[config.mk]
export PLATFORM = sky130hd
export DESIGN_NAME = seg_scan
export DESIGN_NICKNAME = d
export VERILOG_FILES = /design/src/rtl/seg_scan_pkg.sv /design/src/rtl/seg_decode.sv /design/src/rtl/seg_scan.sv
export SDC_FILE = /design/constraint.sdc
export NUM_CORES = 1
export LEC_CHECK = 0
export ABC_CLOCK_PERIOD_IN_PS = 2300
export CORE_ASPECT_RATIO = 1.2
export CORE_MARGIN = 4
export CORE_UTILIZATION = 45
export DETAILED_ROUTE_END_ITERATION = 10
export PLACE_DENSITY = 0.71
export SYNTH_ARGS = -nofsm -noshare
export SYNTH_HDL_FRONTEND = slang
export SYNTH_SLANG_ARGS = --single-unit
[constraint.sdc]
create_clock -name clk -period 2.3 [get_ports clk]
set_input_delay 0.46 -clock clk [delete_from_list [all_inputs] [get_ports clk]]
set_output_delay 0.46 -clock clk [all_outputs]
set_load 0.03 [all_outputs]
[src/rtl/seg_scan_pkg.sv]
// Shared constants for the seg_scan four-digit display driver.
// Glyphs are active-low cathode patterns, bit 0 = segment a ... bit 6 = segment g.
package seg_scan_pkg;

  localparam int NUM_DIGITS = 4;

  localparam logic [6:0] SEG_0    = 7'b1000000;
  localparam logic [6:0] SEG_1    = 7'b1111001;
  localparam logic [6:0] SEG_2    = 7'b0100100;
  localparam logic [6:0] SEG_3    = 7'b0110000;
  localparam logic [6:0] SEG_4    = 7'b0011001;
  localparam logic [6:0] SEG_5    = 7'b0010010;
  localparam logic [6:0] SEG_6    = 7'b0000010;
  localparam logic [6:0] SEG_7    = 7'b1111000;
  localparam logic [6:0] SEG_8    = 7'b0000000;
  localparam logic [6:0] SEG_9    = 7'b0010000;
  localparam logic [6:0] SEG_DASH = 7'b0111111;
  localparam logic [6:0] SEG_OFF  = 7'h7F;

  localparam logic [3:0] AN_OFF = 4'b1111;

  // Phase within a digit slot: anti-ghosting gap first, then the digit is lit.
  typedef enum logic {
    PH_BLANK = 1'b0,
    PH_SHOW  = 1'b1
  } phase_e;

  // Active-low anode pattern that enables only digit idx.
  function automatic logic [3:0] an_select(input logic [1:0] idx);
    logic [3:0] onehot;
    onehot = 4'b0001 << idx;
    return ~onehot;
  endfunction

endpackage

[src/rtl/seg_decode.sv]
// Nibble to active-low seven-segment glyph. Non-BCD codes (A-F) show a dash.
module seg_decode
  import seg_scan_pkg::*;
(
  input  logic [3:0] i_nib,
  output logic [6:0] o_seg
);

  // Pure lookup; default covers the non-BCD codes.
  always_comb begin
    o_seg = SEG_DASH;
    case (i_nib)
      4'd0:    o_seg = SEG_0;
      4'd1:    o_seg = SEG_1;
      4'd2:    o_seg = SEG_2;
      4'd3:    o_seg = SEG_3;
      4'd4:    o_seg = SEG_4;
      4'd5:    o_seg = SEG_5;
      4'd6:    o_seg = SEG_6;
      4'd7:    o_seg = SEG_7;
      4'd8:    o_seg = SEG_8;
      4'd9:    o_seg = SEG_9;
      default: o_seg = SEG_DASH;
    endcase
  end

endmodule

[src/rtl/seg_scan.sv]
// Four-digit multiplexed common-anode display driver.
// One digit per slot of SCAN_DIV cycles; each slot opens with BLANK_CYC cycles
// of all anodes off. Inputs are sampled only at the frame boundary (last cycle
// of digit 3) so a frame never mixes two values.
// Optional blinking of the selected digit: define SEG_SCAN_BLINK_EN.
module seg_scan
  import seg_scan_pkg::*;
#(
  parameter int SCAN_DIV     = 50000,
  parameter int BLANK_CYC    = 4,
  parameter int BLINK_FRAMES = 64
) (
  input  logic        clk,
  input  logic        rst,
  input  logic [15:0] data,
  input  logic [1:0]  dot_sel,
  output logic [3:0]  an,
  output logic [6:0]  seg,
  output logic        dp
);

  localparam int CW = (SCAN_DIV > 2) ? $clog2(SCAN_DIV) : 2;

  logic [CW-1:0] r_cnt;
  logic [1:0]    r_idx;
  logic [15:0]   r_sh_data;
  logic [1:0]    r_sh_sel;
  logic [3:0]    r_an;
  logic [6:0]    r_seg;
  logic          r_dp;

  logic          w_slot_end;
  logic          w_frame_end;
  phase_e        w_phase;
  logic [3:0]    w_nib;
  logic [6:0]    w_seg;
  logic          w_hide;

  assign w_slot_end  = (r_cnt == CW'(SCAN_DIV - 1));
  assign w_frame_end = w_slot_end && (r_idx == 2'(NUM_DIGITS - 1));
  assign w_phase     = (r_cnt < CW'(BLANK_CYC)) ? PH_BLANK : PH_SHOW;

  // Slot counter and digit index; reset aborts the slot and restarts at digit 0.
  always_ff @(posedge clk) begin
    if (!rst) begin
      r_cnt <= '0;
      r_idx <= 2'd0;
    end else if (w_slot_end) begin
      r_cnt <= '0;
      r_idx <= r_idx + 2'd1;
    end else begin
      r_cnt <= r_cnt + CW'(1);
    end
  end

  // Shadow capture once per frame keeps the displayed value tear-free.
  always_ff @(posedge clk) begin
    if (!rst) begin
      r_sh_data <= 16'h0000;
      r_sh_sel  <= 2'd0;
    end else if (w_frame_end) begin
      r_sh_data <= data;
      r_sh_sel  <= dot_sel;
    end
  end

  // Select the nibble for the digit currently being scanned.
  always_comb begin
    w_nib = r_sh_data[3:0];
    case (r_idx)
      2'd0: w_nib = r_sh_data[3:0];
      2'd1: w_nib = r_sh_data[7:4];
      2'd2: w_nib = r_sh_data[11:8];
      2'd3: w_nib = r_sh_data[15:12];
      default: w_nib = r_sh_data[3:0];
    endcase
  end

  seg_decode u_decode (
    .i_nib (w_nib),
    .o_seg (w_seg)
  );

`ifdef SEG_SCAN_BLINK_EN
  localparam int FW = (BLINK_FRAMES > 1) ? $clog2(BLINK_FRAMES) : 1;

  logic [FW-1:0] r_frm;
  logic          r_blink_off;

  // Frame counter; the blink phase flips each time it wraps.
  always_ff @(posedge clk) begin
    if (!rst) begin
      r_frm       <= '0;
      r_blink_off <= 1'b0;
    end else if (w_frame_end) begin
      if (r_frm == FW'(BLINK_FRAMES - 1)) begin
        r_frm       <= '0;
        r_blink_off <= ~r_blink_off;
      end else begin
        r_frm <= r_frm + FW'(1);
      end
    end
  end

  assign w_hide = r_blink_off && (r_idx == r_sh_sel);
`else
  logic w_unused_blink;
  assign w_unused_blink = (BLINK_FRAMES > 0);
  assign w_hide         = 1'b0;
`endif

  // Registered outputs: one cycle behind (cnt, idx).
  always_ff @(posedge clk) begin
    if (!rst) begin
      r_an  <= AN_OFF;
      r_seg <= SEG_OFF;
      r_dp  <= 1'b1;
    end else if (w_phase == PH_BLANK || w_hide) begin
      r_an  <= AN_OFF;
      r_seg <= SEG_OFF;
      r_dp  <= 1'b1;
    end else begin
      r_an  <= an_select(r_idx);
      r_seg <= w_seg;
      r_dp  <= (r_idx == r_sh_sel) ? 1'b0 : 1'b1;
    end
  end

  assign an  = r_an;
  assign seg = r_seg;
  assign dp  = r_dp;

endmodule

# After elaboration in Yosys (flattened, before gate mapping)
# Memory sizes are Yosys's and may differ from the RTL's. A register that Yosys moved wholly into a read port is not among the register bits.
# Cells that the tools add are included.
# classes
add_sub_neg,2
magnitude_cmp,1
n_eq_ne,5
n_shift,1
n_mux,2
n_bitwise,2
reduce_logical,4
# ops
op,count
adder 16 x 1 -> 16 bit (second input constant),1
equality test 16 bit (second input constant),1
< comparator 16 x 3 -> 1 bit (second input constant),1
one-hot mux 4 bit (4 select lines),1
equality test 2 bit (second input constant),2
NOT 4 bit,1
OR reduction 2 bit,2
<< shifter 1 x 2 -> 4 bit (first input constant),1
adder 2 x 1 -> 2 bit (second input constant),1
equality test 2 x 1 -> 1 bit (second input constant),1
equality test 2 bit,1
logical NOT 2 bit,1
logical AND 1 bit,1
2-to-1 mux 1 bit,1
NOT 1 bit,1
# word_totals
regBits,41
romBits,112
inputBits,20
output_inout_bits,12
wordCells,24
memories,1
# mem_list
name,depth,word_bits,rd,rd_clocked_by_memory_dff,wr,line,text
(no name shown),16,7,1,1,0,seg_decode.sv:12,case (i_nib)

# Logic depth before layout (Yosys ltp)
# Gate-level depths: netlist (run 1).
# logic_depth
depth_word,2
mapped_depth,8
depth_no_buf,8

# Hierarchy
# Synthesis (run 1) repeated with hierarchy kept, for this count alone.
# hier_totals
cells_unflattened,234
area_unflattened_um2,2237.1
# by_module_without_submodules
mod,instances,cells_each,area_each_um2
seg_scan,1,203,1996.9
seg_decode,1,31,240.2

# Worst setup path before layout (run 1)
# No wires, ideal clock.
# synth_path
path_kind,reg2reg
start,register r_idx[1]
end,register r_seg[3] (netlist: seg[3])
arrival_time_ns,1.906
path_slack_ns,0.328
stages_incl_launch_ff,7
path_buffers,0
synth_period_minus_slack_ns,1.972
cell_sequence,dfxtp_1 inv_1 ha_1 a222oi_1 mux2i_2 or4b_1 nand4_1
# synth_between
elab_chain_len,2
elab_cells_between_ends,5
cone_classes,eq/ne (3); mux (1); reduce/logical (1)
# synth_lines
element,line,text
"start, declared",seg_scan.sv:25,logic [1:0] r_idx;
"start signal, assigned",seg_scan.sv:50,r_idx <= r_idx + 2'd1;
"equality test 2 bit, or another cell as far along",seg_scan.sv:70,case (r_idx)
one-hot mux 4 bit (4 select lines) *,seg_scan.sv:70,
"end, declared",seg_scan.sv:29,logic [6:0] r_seg;
# Every way passes the cells marked *; elsewhere a longest branch is shown, timed or not.
# A chain may end at the register's enable or synchronous reset.

# Worst setup path after layout (run 1)
# Ends and elaborated chain as after synthesis.

==> flow_summary.ini, run 1 <==
[layout]
diodes = 0
utilization = 0.587
final_net_count = 309
synthToLayoutAreaGrowth_pct = 26.4
final_layout_size_suffix_gt1_frac = 0.103
final_area_um2 = 2700

[clock_tree]
clkLatencyLatePin_ps = 300
cts_tree = built
htree_levels = 2
cts_buffer_depth = 2
clock_sinks = 48
numCtsBuffers = 5
cts_root_buffer = clkbuf_8
cts.reportedPaths.clkPinSlew_ps = 90
cts_hold_buf = 0

[placed_design]
dpl.hpwl_um = 3340
place_area_um2 = 2560
port_buffers = 31
gp_congestion = 0.808

[worst_setup_path]
regToRegSetupSlack_ps = 220
slowest_delay_ps = 580
crit_end = seg[3]$_SDFF_PP1_
path_class = register to register
crit_fanout = 7
crit_slowest_cell = or4b_1
reg2reg_from = r_idx[1]$_SDFFE_PN0N_
crit_arrival_ps = 2320
crit_required_ps = 2540
rr_worst_depth = 6
worst_setup_path_start_kind = register
crit_path_end_kind = register
cp-startpoint = r_idx[1]$_SDFFE_PN0N_
r2r_end = seg[3]$_SDFF_PP1_
crit_path_cell_trace = inv_1, ha_1, a222oi_1, mux2i_1, or4b_1, nand4_1

[sta]
rsz0062_at_grt = false
drv_slew = 0
skew_ps = 10.5
hold_viol_final = 0
setup_viol = 0
slew_headroom = 0.556
max_freq_ghz = 0.481
worst_pin_slew_ps = 657
final.period_utilization = 0.904
final.min_clock_period_ps = 2080
tns_ps = 0

[power_and_ir_drop]
p_leak_nw = 0.934
ir_drop_uv = 270
p_per_area_nw_per_um2 = 573

[hold_path]
hold_class = register to register

[logic_synthesis]
ys_types = 34
syn_area_um2 = 2130
syn_nets = 272
synthCells = 243
yosysWarnings = 0
yosysSeqAreaShare = 0.450
synth-seq-cells = 48
avgSynthCellArea_um2 = 8.78

[grt]
antenna_found_initial = 0
grt-ovfl-total = 0
grt_pass1_wl_um = 7850
grt_max_degree = 22
gr-usage-all-layers = 0.163
grt_pass1_vias = 1703

[run]
cap_violations = 0

[die]
die_area_um2 = 5910
die_h_um = 83.4
start_util = 0.464
rows = 27
ios = 32
coreArea_um2 = 4590
die_w_um = 70.9

[route]
drc = 0
vias = 1859
ant_nets = 0
wl_um = 4730
via_per_inst = 5.48
wire_per_inst_um = 13.9
dr.first_iter.drc_count = 165
dr.pass1.iters = 4

[status]
status = complete, no violations
==> final cells by class <==
| cell class | instances | area [um2] |
|---|---|---|
| Inverter | 12 | 45.0 |
| Timing Repair Buffer | 46 | 428 |
| Tap cell | 58 | 72.6 |
| Multi-Input combinational cell | 167 | 1070 |
| Fill cell | 439 | 1900 |
| Sequential cell | 48 | 963 |
| Clock inverter | 3 | 46.3 |
| Clock buffer | 5 | 68.8 |
==> cells in the mapped netlist <==
cell type  number  share of area
and2_1          2         0.0059
xnor2_1        10          0.041
dfxtp_1        48           0.45
and3_1          3         0.0088
nand3_1         9          0.021
nand2b_1        1         0.0029
buf_2           1         0.0023
nor2_1         17          0.030
mux2i_1         3          0.014
mux2_2          1         0.0053
and4_1          2         0.0082
o21ai_0        24          0.056
xor2_1          5          0.021
a211oi_1        2         0.0070
nor4_1          4          0.012
nor3b_1         1         0.0035
o21ai_1         1         0.0023
a22oi_1         1         0.0035
nand4_1        27          0.079
a222oi_1        4          0.019
clkbuf_1       14          0.025
a21oi_1        22          0.052
clkbuf_2        1         0.0023
inv_1          12          0.021
or4b_1          1         0.0047
a41oi_1         1         0.0041
nand2_1         8          0.014
a31o_2          1         0.0041
o21a_1          1         0.0035
nor3_1          4         0.0094
o311ai_0        1         0.0041
nor4b_1         1         0.0041
ha_1            9          0.053
mux2i_2         1         0.0065
==> kinds of logic after synthesis <==
| logic type | synth area share |
|---|---|
| muxes | 0.0258 |
| DFF | 0.450 |
| AOI/OAI and AO/OA | 0.155 |
| and+or+nand+nor | 0.204 |
| buffers and inverters | 0.0504 |
| adders and majority gates | 0.0528 |
| xor gates and xnor gates | 0.0616 |
==> metrics by stage <==
stage	total power [mW]	hold WS, ps	setup WS [ps]	instances
global placement	0.947	444	213	329
global route	1.60	488	29.4	339
floorplan	0.895	426	328	243
CTS	1.56	470	137	337
finish	1.54	468	221	339
detailed placement	0.947	450	149	329
==> sequential cells by signal, summed over array words and instances (netlist names) <==
name	flops
dp	1
r_cnt	16
seg	7
r_sh_sel	2
an	4
r_sh_data	16
r_idx	2
==> power breakdown <==
part           total [mW]  switching [mW]  leakage (nW)  internal (mW)
sequential          0.846         0.00552         0.389          0.840
clock               0.617           0.290        0.0548          0.327
combinational      0.0813          0.0352         0.490         0.0461
==> timing repair <==
item / in CTS / in global routing
buffers inserted: 0 / 2
setup endpoints to repair: 0 / 6
gates resized for setup: 0 / 3
==> metal layers <==
metal,part of all wire,GRT usage,vias up,wire [um]
met4,0.014,0.0564,0,65
met1,0.44,0.194,863,2100
met3,0.035,0.0315,6,167
met5,0,0,-,0
li1,-,-,956,-
met2,0.51,0.288,34,2390
==> how the worst min path moves through the flow <==
stage                          end  slack, ps  cells past startpoint           startpoint
3_3_place_gp   r_cnt[0]$_SDFF_PP0_        440                      1  r_cnt[0]$_SDFF_PP0_
3_5_place_dp   r_cnt[0]$_SDFF_PP0_        450                      1  r_cnt[0]$_SDFF_PP0_
5_1_grt        r_cnt[0]$_SDFF_PP0_        490                      1  r_cnt[0]$_SDFF_PP0_
2_1_floorplan  r_cnt[0]$_SDFF_PP0_        430                      1  r_cnt[0]$_SDFF_PP0_
6_report       r_cnt[0]$_SDFF_PP0_        470                      1  r_cnt[0]$_SDFF_PP0_
4_1_cts        r_cnt[0]$_SDFF_PP0_        470                      1  r_cnt[0]$_SDFF_PP0_
==> placed cells by master, fill, tap and decap left out, types with 2 or more instances in the layout <==
| cell type | n |
|---|---|
| a211oi_1 | 2 |
| xnor2_1 | 10 |
| nand2_1 | 8 |
| mux2i_1 | 3 |
| xor2_1 | 5 |
| o21ai_0 | 24 |
| nand3_1 | 9 |
| a222oi_1 | 4 |
| buf_4 | 14 |
| and3_1 | 3 |
| ha_1 | 8 |
| clkbuf_8 | 5 |
| dfxtp_1 | 46 |
| dfxtp_2 | 2 |
| and2_1 | 2 |
| inv_1 | 12 |
| and4_1 | 2 |
| nor2_1 | 17 |
| nor3_1 | 3 |
| nand4_1 | 27 |
| nor4_1 | 4 |
| clkdlybuf4s50_1 | 31 |
| a21oi_1 | 22 |
==> worst max-delay path: cells and delay by family, from the launching register on <==
family          cells  cell delay (ps)
compound gates      1              370
buf+inv             1               80
mux                 1              250
simple gates        2              690
fa+ha+maj           1              240
flops               1              380
No activity file was read; power rests on OpenSTA's default activity.
==> run 2: changes to the inputs <==
--- a/config.mk
+++ b/config.mk
@@ -6,6 +6,7 @@
 export NUM_CORES = 1
 export LEC_CHECK = 0
 export ABC_CLOCK_PERIOD_IN_PS = 2300
+export CAP_MARGIN = 20
 export CORE_ASPECT_RATIO = 1.2
 export CORE_MARGIN = 4
 export CORE_UTILIZATION = 45
==> results of run 2 <==
Same layout as run 1: the final DEF is identical, and so are final timing and power.
==> variant 1, RTL diff (config.mk and constraints of run 2) <==
Put one more register stage on the output `an`, cleared by the reset. The value now appears one clock later. The other outputs are not delayed to match.
--- a/src/rtl/seg_scan.sv
+++ b/src/rtl/seg_scan.sv
@@ -126,7 +126,13 @@
     end
   end
 
-  assign an  = r_an;
+  always_ff @(posedge clk) begin
+    if (!rst) begin
+      an <= '0;
+    end else begin
+      an <= r_an;
+    end
+  end
   assign seg = r_seg;
   assign dp  = r_dp;
 
Formal check against the unedited RTL: not equivalent (a bounded check fails within 4 cycles, from zero or initial values and one cycle with rst low).
==> variant 1 against run 2 <==
- final area grew 4.5%
- worst setup slack lost 0.10 ns
- hold slack lost 0.027 ns
- routed wire length grew 8.0%
- sequential share of layout area grew 1.3 points
- synthesized area grew 5.6%
- sequential cell count grew 4
- combinational power grew 24%
- power shrank 0.20%
- largest cell class unchanged
==> variant 1: results (changes against run 2) <==
.. list-table::
   :header-rows: 1

   * - Metric
     - Value
   * - Last weighted congestion value of the routability-driven placer
     - 0.817 (was 0.808)
   * - Fraction of registers with async set/reset
     - 0% (unchanged)
   * - Transition time of the tightest slew-check pin
     - 0.637 ns (was 0.657 ns)
   * - Filler cells
     - 442 (was 439)
   * - Area overhead of the layout relative to synthesis
     - 25.0% (was 26.4%)
   * - Count of buffers from port buffering
     - 31 (unchanged)
   * - Run status
     - finished, final reports clean (unchanged)
   * - Number of design-rule violations left by the first detailed-router iteration
     - 127 (was 165)
   * - Final #Nets
     - 322 (was 309)
   * - Largest clock skew in the final design
     - 0.0105 ns (about the same)
   * - Cell with the most instances after synthesis
     - sky130_fd_sc_hd__dfxtp_1 (unchanged)
   * - Clk pin slew, worst setup/hold paths
     - roughly 0.10 ns
   * - Maximum clock path buffer count
     - 2 (unchanged)
   * - Cell types occupying the most area after synthesis
     - sky130_fd_sc_hd__dfxtp_1 46%, sky130_fd_sc_hd__nand4_1 6.9%, sky130_fd_sc_hd__o21ai_0 5.8% (was sky130_fd_sc_hd__dfxtp_1 45%, sky130_fd_sc_hd__nand4_1 7.9%, sky130_fd_sc_hd__o21ai_0 5.6%)
   * - Internal power consumption
     - 0.00118 W (was 0.00121 W)
   * - Register area share after synthesis
     - 46.2% (was 45.0%)
   * - Number of H-tree levels
     - 2 (unchanged)
   * - Maximum ir drop on the vdd rail
     - 0.000444 V (was 0.000270 V)
   * - Leakage power of the design
     - 0.967 nW (was 0.934 nW)
   * - Number of vias per cell
     - 5.50 (was 5.48)
   * - Cell family with the largest share of critical-path delay
     - simple AND/OR/NAND/NOR gates (unchanged)
   * - Setup slack at placement
     - 0.140 ns (was 0.149 ns)
   * - GR Util All Layers
     - 15.7% (was 16.3%)
   * - Vias in the first global route
     - 1740 (was 1703)
   * - Share of cells above drive strength 1
     - 10.2% (was 10.3%)
   * - Post-DP HPWL
     - 3500 um (was 3340 um)
   * - Net Count, Synth
     - 284 (was 272)
   * - Total placed cells including tap cells
     - 340 (was 329)
   * - Detailed-route wire length
     - 5100 um (was 4730 um)
   * - Maximum fanout count along the critical path
     - 6 (was 7)
   * - Master cell of the clock root buffer
     - sky130_fd_sc_hd__clkbuf_8 (unchanged)
   * - Arrival time reported for the critical path endpoint
     - 2.44 ns (was 2.32 ns)
   * - Count of pins over their slew limit
     - 0 (unchanged)
   * - Number of instances in the synthesized netlist
     - 255 (was 243)
   * - First-pass GRT wire length
     - 7710 um (was 7850 um)
   * - Yosys cell types
     - 33 (was 34)
   * - Avg WL per Cell
     - 14.5 um (was 13.9 um)
   * - Detailed-router iteration count before antenna repair
     - 5 (was 4)
   * - Most instantiated cells after synthesis
     - 52 x sky130_fd_sc_hd__dfxtp_1, 26 x sky130_fd_sc_hd__o21ai_0, 25 x sky130_fd_sc_hd__nand4_1, 22 x sky130_fd_sc_hd__a21oi_1 (was 48 x sky130_fd_sc_hd__dfxtp_1, 27 x sky130_fd_sc_hd__nand4_1, 24 x sky130_fd_sc_hd__o21ai_0, 22 x sky130_fd_sc_hd__a21oi_1, 17 x sky130_fd_sc_hd__nor2_1)
==> variant 1: layout make-up <==
class	instances	area [um^2]	area share (%)
multi-input combinational	174	1130	40.0
timing repair buffer	48	438	15.5
sequential	52	1040	37.0
inverter	12	45.0	1.60
clock buffer	5	68.8	2.44
tap	58	72.6	2.58
clock inverter	3	23.8	0.844
==> variant 1: path summary, 6_finish.rpt <==
kind / slack, ns / cells past startpoint / start / endpoint
setup / recovery: 0.12 / 7 / r_idx[0] / seg[3]
setup reg to reg: 0.12 / 7 / r_idx[0] / seg[3]
hold reg to reg: 0.44 / 1 / r_an[2] / an[2]
hold / removal: 0.44 / 1 / r_an[2] / an[2]
==> variant 1: cells by family (layout without fill, tap and decap cells) <==
group / after synthesis / after routing / synth area share [%]
compound gates: 61 / 61 / 15.4
xor+xnor: 15 / 15 / 5.83
fa+ha+maj: 9 / 9 / 5.00
buf+inv: 30 / 68 / 5.05
flops: 52 / 52 / 46.2
mux: 5 / 6 / 2.44
simple gates: 83 / 83 / 20.0
==> variant 1: layer usage <==
layer  part of all wire [%]  GRT usage (%)  up-vias
li1                       -              -      995
met1                     42           18.0      893
met2                     52           27.2       41
met3                    4.4           3.75        6
met4                    1.4           7.21        0
met5                      0              0        -
==> variant 1: power groups by stage <==
stage	logic [W]	registers (W)	clock network, W
2_1_floorplan	0.0000230	0.000958	0
3_3_place_gp	0.000102	0.000941	0
3_5_place_dp	0.000102	0.000941	0
4_1_cts	0.000103	0.000920	0.000538
5_1_grt	0.000108	0.000921	0.000566
6_report	0.000101	0.000920	0.000520
==> variant 1: worst register-to-register path: cells and delay by family, from the launching register on <==
family | cells | cell delay, ns
AND/OR/NAND/NOR | 2 | 0.67
adder cells (fa/ha/maj) | 1 | 0.28
buffers and inverters | 2 | 0.32
AO/OA/AOI/OAI | 1 | 0.35
multiplexers | 1 | 0.09
flip-flops | 1 | 0.43
==> variant 1: per-stage QoR <==
step / hold WS (ns) / area (um^2)
3_5_place_dp: 0.417 / 2680
5_1_grt: 0.465 / 2820
6_report: 0.440 / 2820
4_1_cts: 0.440 / 2770
3_3_place_gp: 0.417 / 2680
2_1_floorplan: 0.412 / 2250
==> variant 1: what timing repair did <==
item / in CTS / in global routing
hold buffers: 0 / 0
setup buffers: 0 / 3
hold endpoints to repair: 0 / 0
gates resized for setup: 0 / 2
setup endpoints to repair: 0 / 1
==> variant 2, RTL diff (config.mk and constraints of run 2) <==
Made on the original files. Add a define of `SEG_SCAN_BLINK_EN`.
--- a/src/rtl/seg_scan.sv
+++ b/src/rtl/seg_scan.sv
@@ -3,6 +3,8 @@
 // of all anodes off. Inputs are sampled only at the frame boundary (last cycle
 // of digit 3) so a frame never mixes two values.
 // Optional blinking of the selected digit: define SEG_SCAN_BLINK_EN.
+`define SEG_SCAN_BLINK_EN
+
 module seg_scan
   import seg_scan_pkg::*;
 #(
Function: same outputs for any inputs over 10 cycles, from zero or initial values and one cycle with rst low; that may be too few to reach the edited logic, so the function may still have changed.
==> variant 2 against run 2 <==
- utilization fell by 2.0 points
- synthesized area rose by 14%
- power rose by 16%
- via count rose by 11%
- count of clock-buffer cells in the layout rose by 1
- sequential share of layout area rose by 1.3 points
- first-iteration DRC count fell by 55%
- routed wire length rose by 5.1%
- worst setup slack got worse by 0.056 ns
- final area rose by 11%
- sequential cell count rose by 7
- critical path type unchanged
- largest cell class unchanged
==> variant 2: results (changes against run 2) <==
.. list-table::
   :header-rows: 1

   * - Metric
     - Value
   * - Run status
     - finished, final reports clean (unchanged)
   * - Crit Reg-Reg Endpoint
     - seg[0] (was seg[3])
   * - Register Area
     - 0.00110 mm^2 (was 963 um^2)
   * - Multiplexer share of the synthesized area
     - 2.27% (was 2.58%)
   * - Leakage power of the design
     - 1.04 nW (was 0.934 nW)
   * - Xor/xnor cell area share of the yosys netlist
     - 4.70% (was 6.16%)
   * - Share of cells above drive strength 1
     - 8.15% (was 10.3%)
   * - Total placed instance area
     - 0.00282 mm^2 (was 0.00256 mm^2)
   * - First-pass GRT wire length
     - 8500 um (was 7850 um)
   * - Setup slack at placement
     - 0.110 ns (was 0.149 ns)
   * - Number of instances in the synthesized netlist
     - 285 (was 243)
   * - Filler cells
     - 491 (was 439)
   * - Maximum fanout count along the critical path
     - 11 (was 7)
   * - Avg WL per Cell
     - 13.0 um (was 13.9 um)
   * - Vias in the first global route
     - 1959 (was 1703)
   * - Number of vias per cell
     - 5.40 (was 5.48)
   * - Met2 GRT Util
     - 30.1% (was 28.8%)
   * - Sequential share of power
     - 54.1% (was 54.8%)
   * - Switching pwr
     - 0.000341 W (was 0.000331 W)
   * - Met1 Track Usage GR
     - 17.9% (was 19.4%)
   * - Post-DP HPWL
     - 3800 um (was 3340 um)
   * - Cell types occupying the most area after synthesis
     - sky130_fd_sc_hd__dfxtp_1 45%, sky130_fd_sc_hd__nand2_1 8.4%, sky130_fd_sc_hd__a21oi_1 6.0% (was sky130_fd_sc_hd__dfxtp_1 45%, sky130_fd_sc_hd__nand4_1 7.9%, sky130_fd_sc_hd__o21ai_0 5.6%)
   * - Register area share after synthesis
     - 45.4% (was 45.0%)
   * - Largest net degree at the start of global routing
     - 27 (was 22)
   * - GR Util All Layers
     - 16.4% (was 16.3%)
   * - Fraction of met3 tracks used by global routing
     - 3.18% (was 3.15%)
   * - Largest clock skew in the final design
     - 0.00954 ns (was 0.0105 ns)
   * - Adder and majority gate portion of the synthesized area
     - 5.16% (was 5.28%)
   * - Final clock period utilization by the worst path
     - 92.8% (was 90.4%)
   * - Number of design-rule violations left by the first detailed-router iteration
     - 74 (was 165)
[variant 2: final cells by class]
| type | count | area share, % |
|---|---|---|
| flip-flops and latches | 55 | 37.0 |
| clock inverters | 2 | 2.01 |
| clock buffers | 6 | 2.43 |
| inverters | 15 | 1.89 |
| multi-input cells | 200 | 41.1 |
| repair buffers | 41 | 12.9 |
| well taps | 62 | 2.60 |
[variant 2: what timing repair did]
action / in CTS / in global routing
hold endpoints to repair: 0 / 0
gates resized for setup: 0 / 7
setup endpoints to repair: 0 / 6
hold buffers: 0 / 0
[variant 2: stage by stage]
step,hold slack [ns],total power [W]
detailed placement,0.435,0.00107
floorplan,0.413,0.00102
global route,0.486,0.00185
CTS,0.452,0.00180
global placement,0.424,0.00107
finish,0.450,0.00179
[variant 2: routing by layer]
layer / up-vias / wire [um]
met1: 957 / 2020
met2: 33 / 2660
met4: 0 / 121
met3: 9 / 170
met5: - / 0
li1: 1060 / -
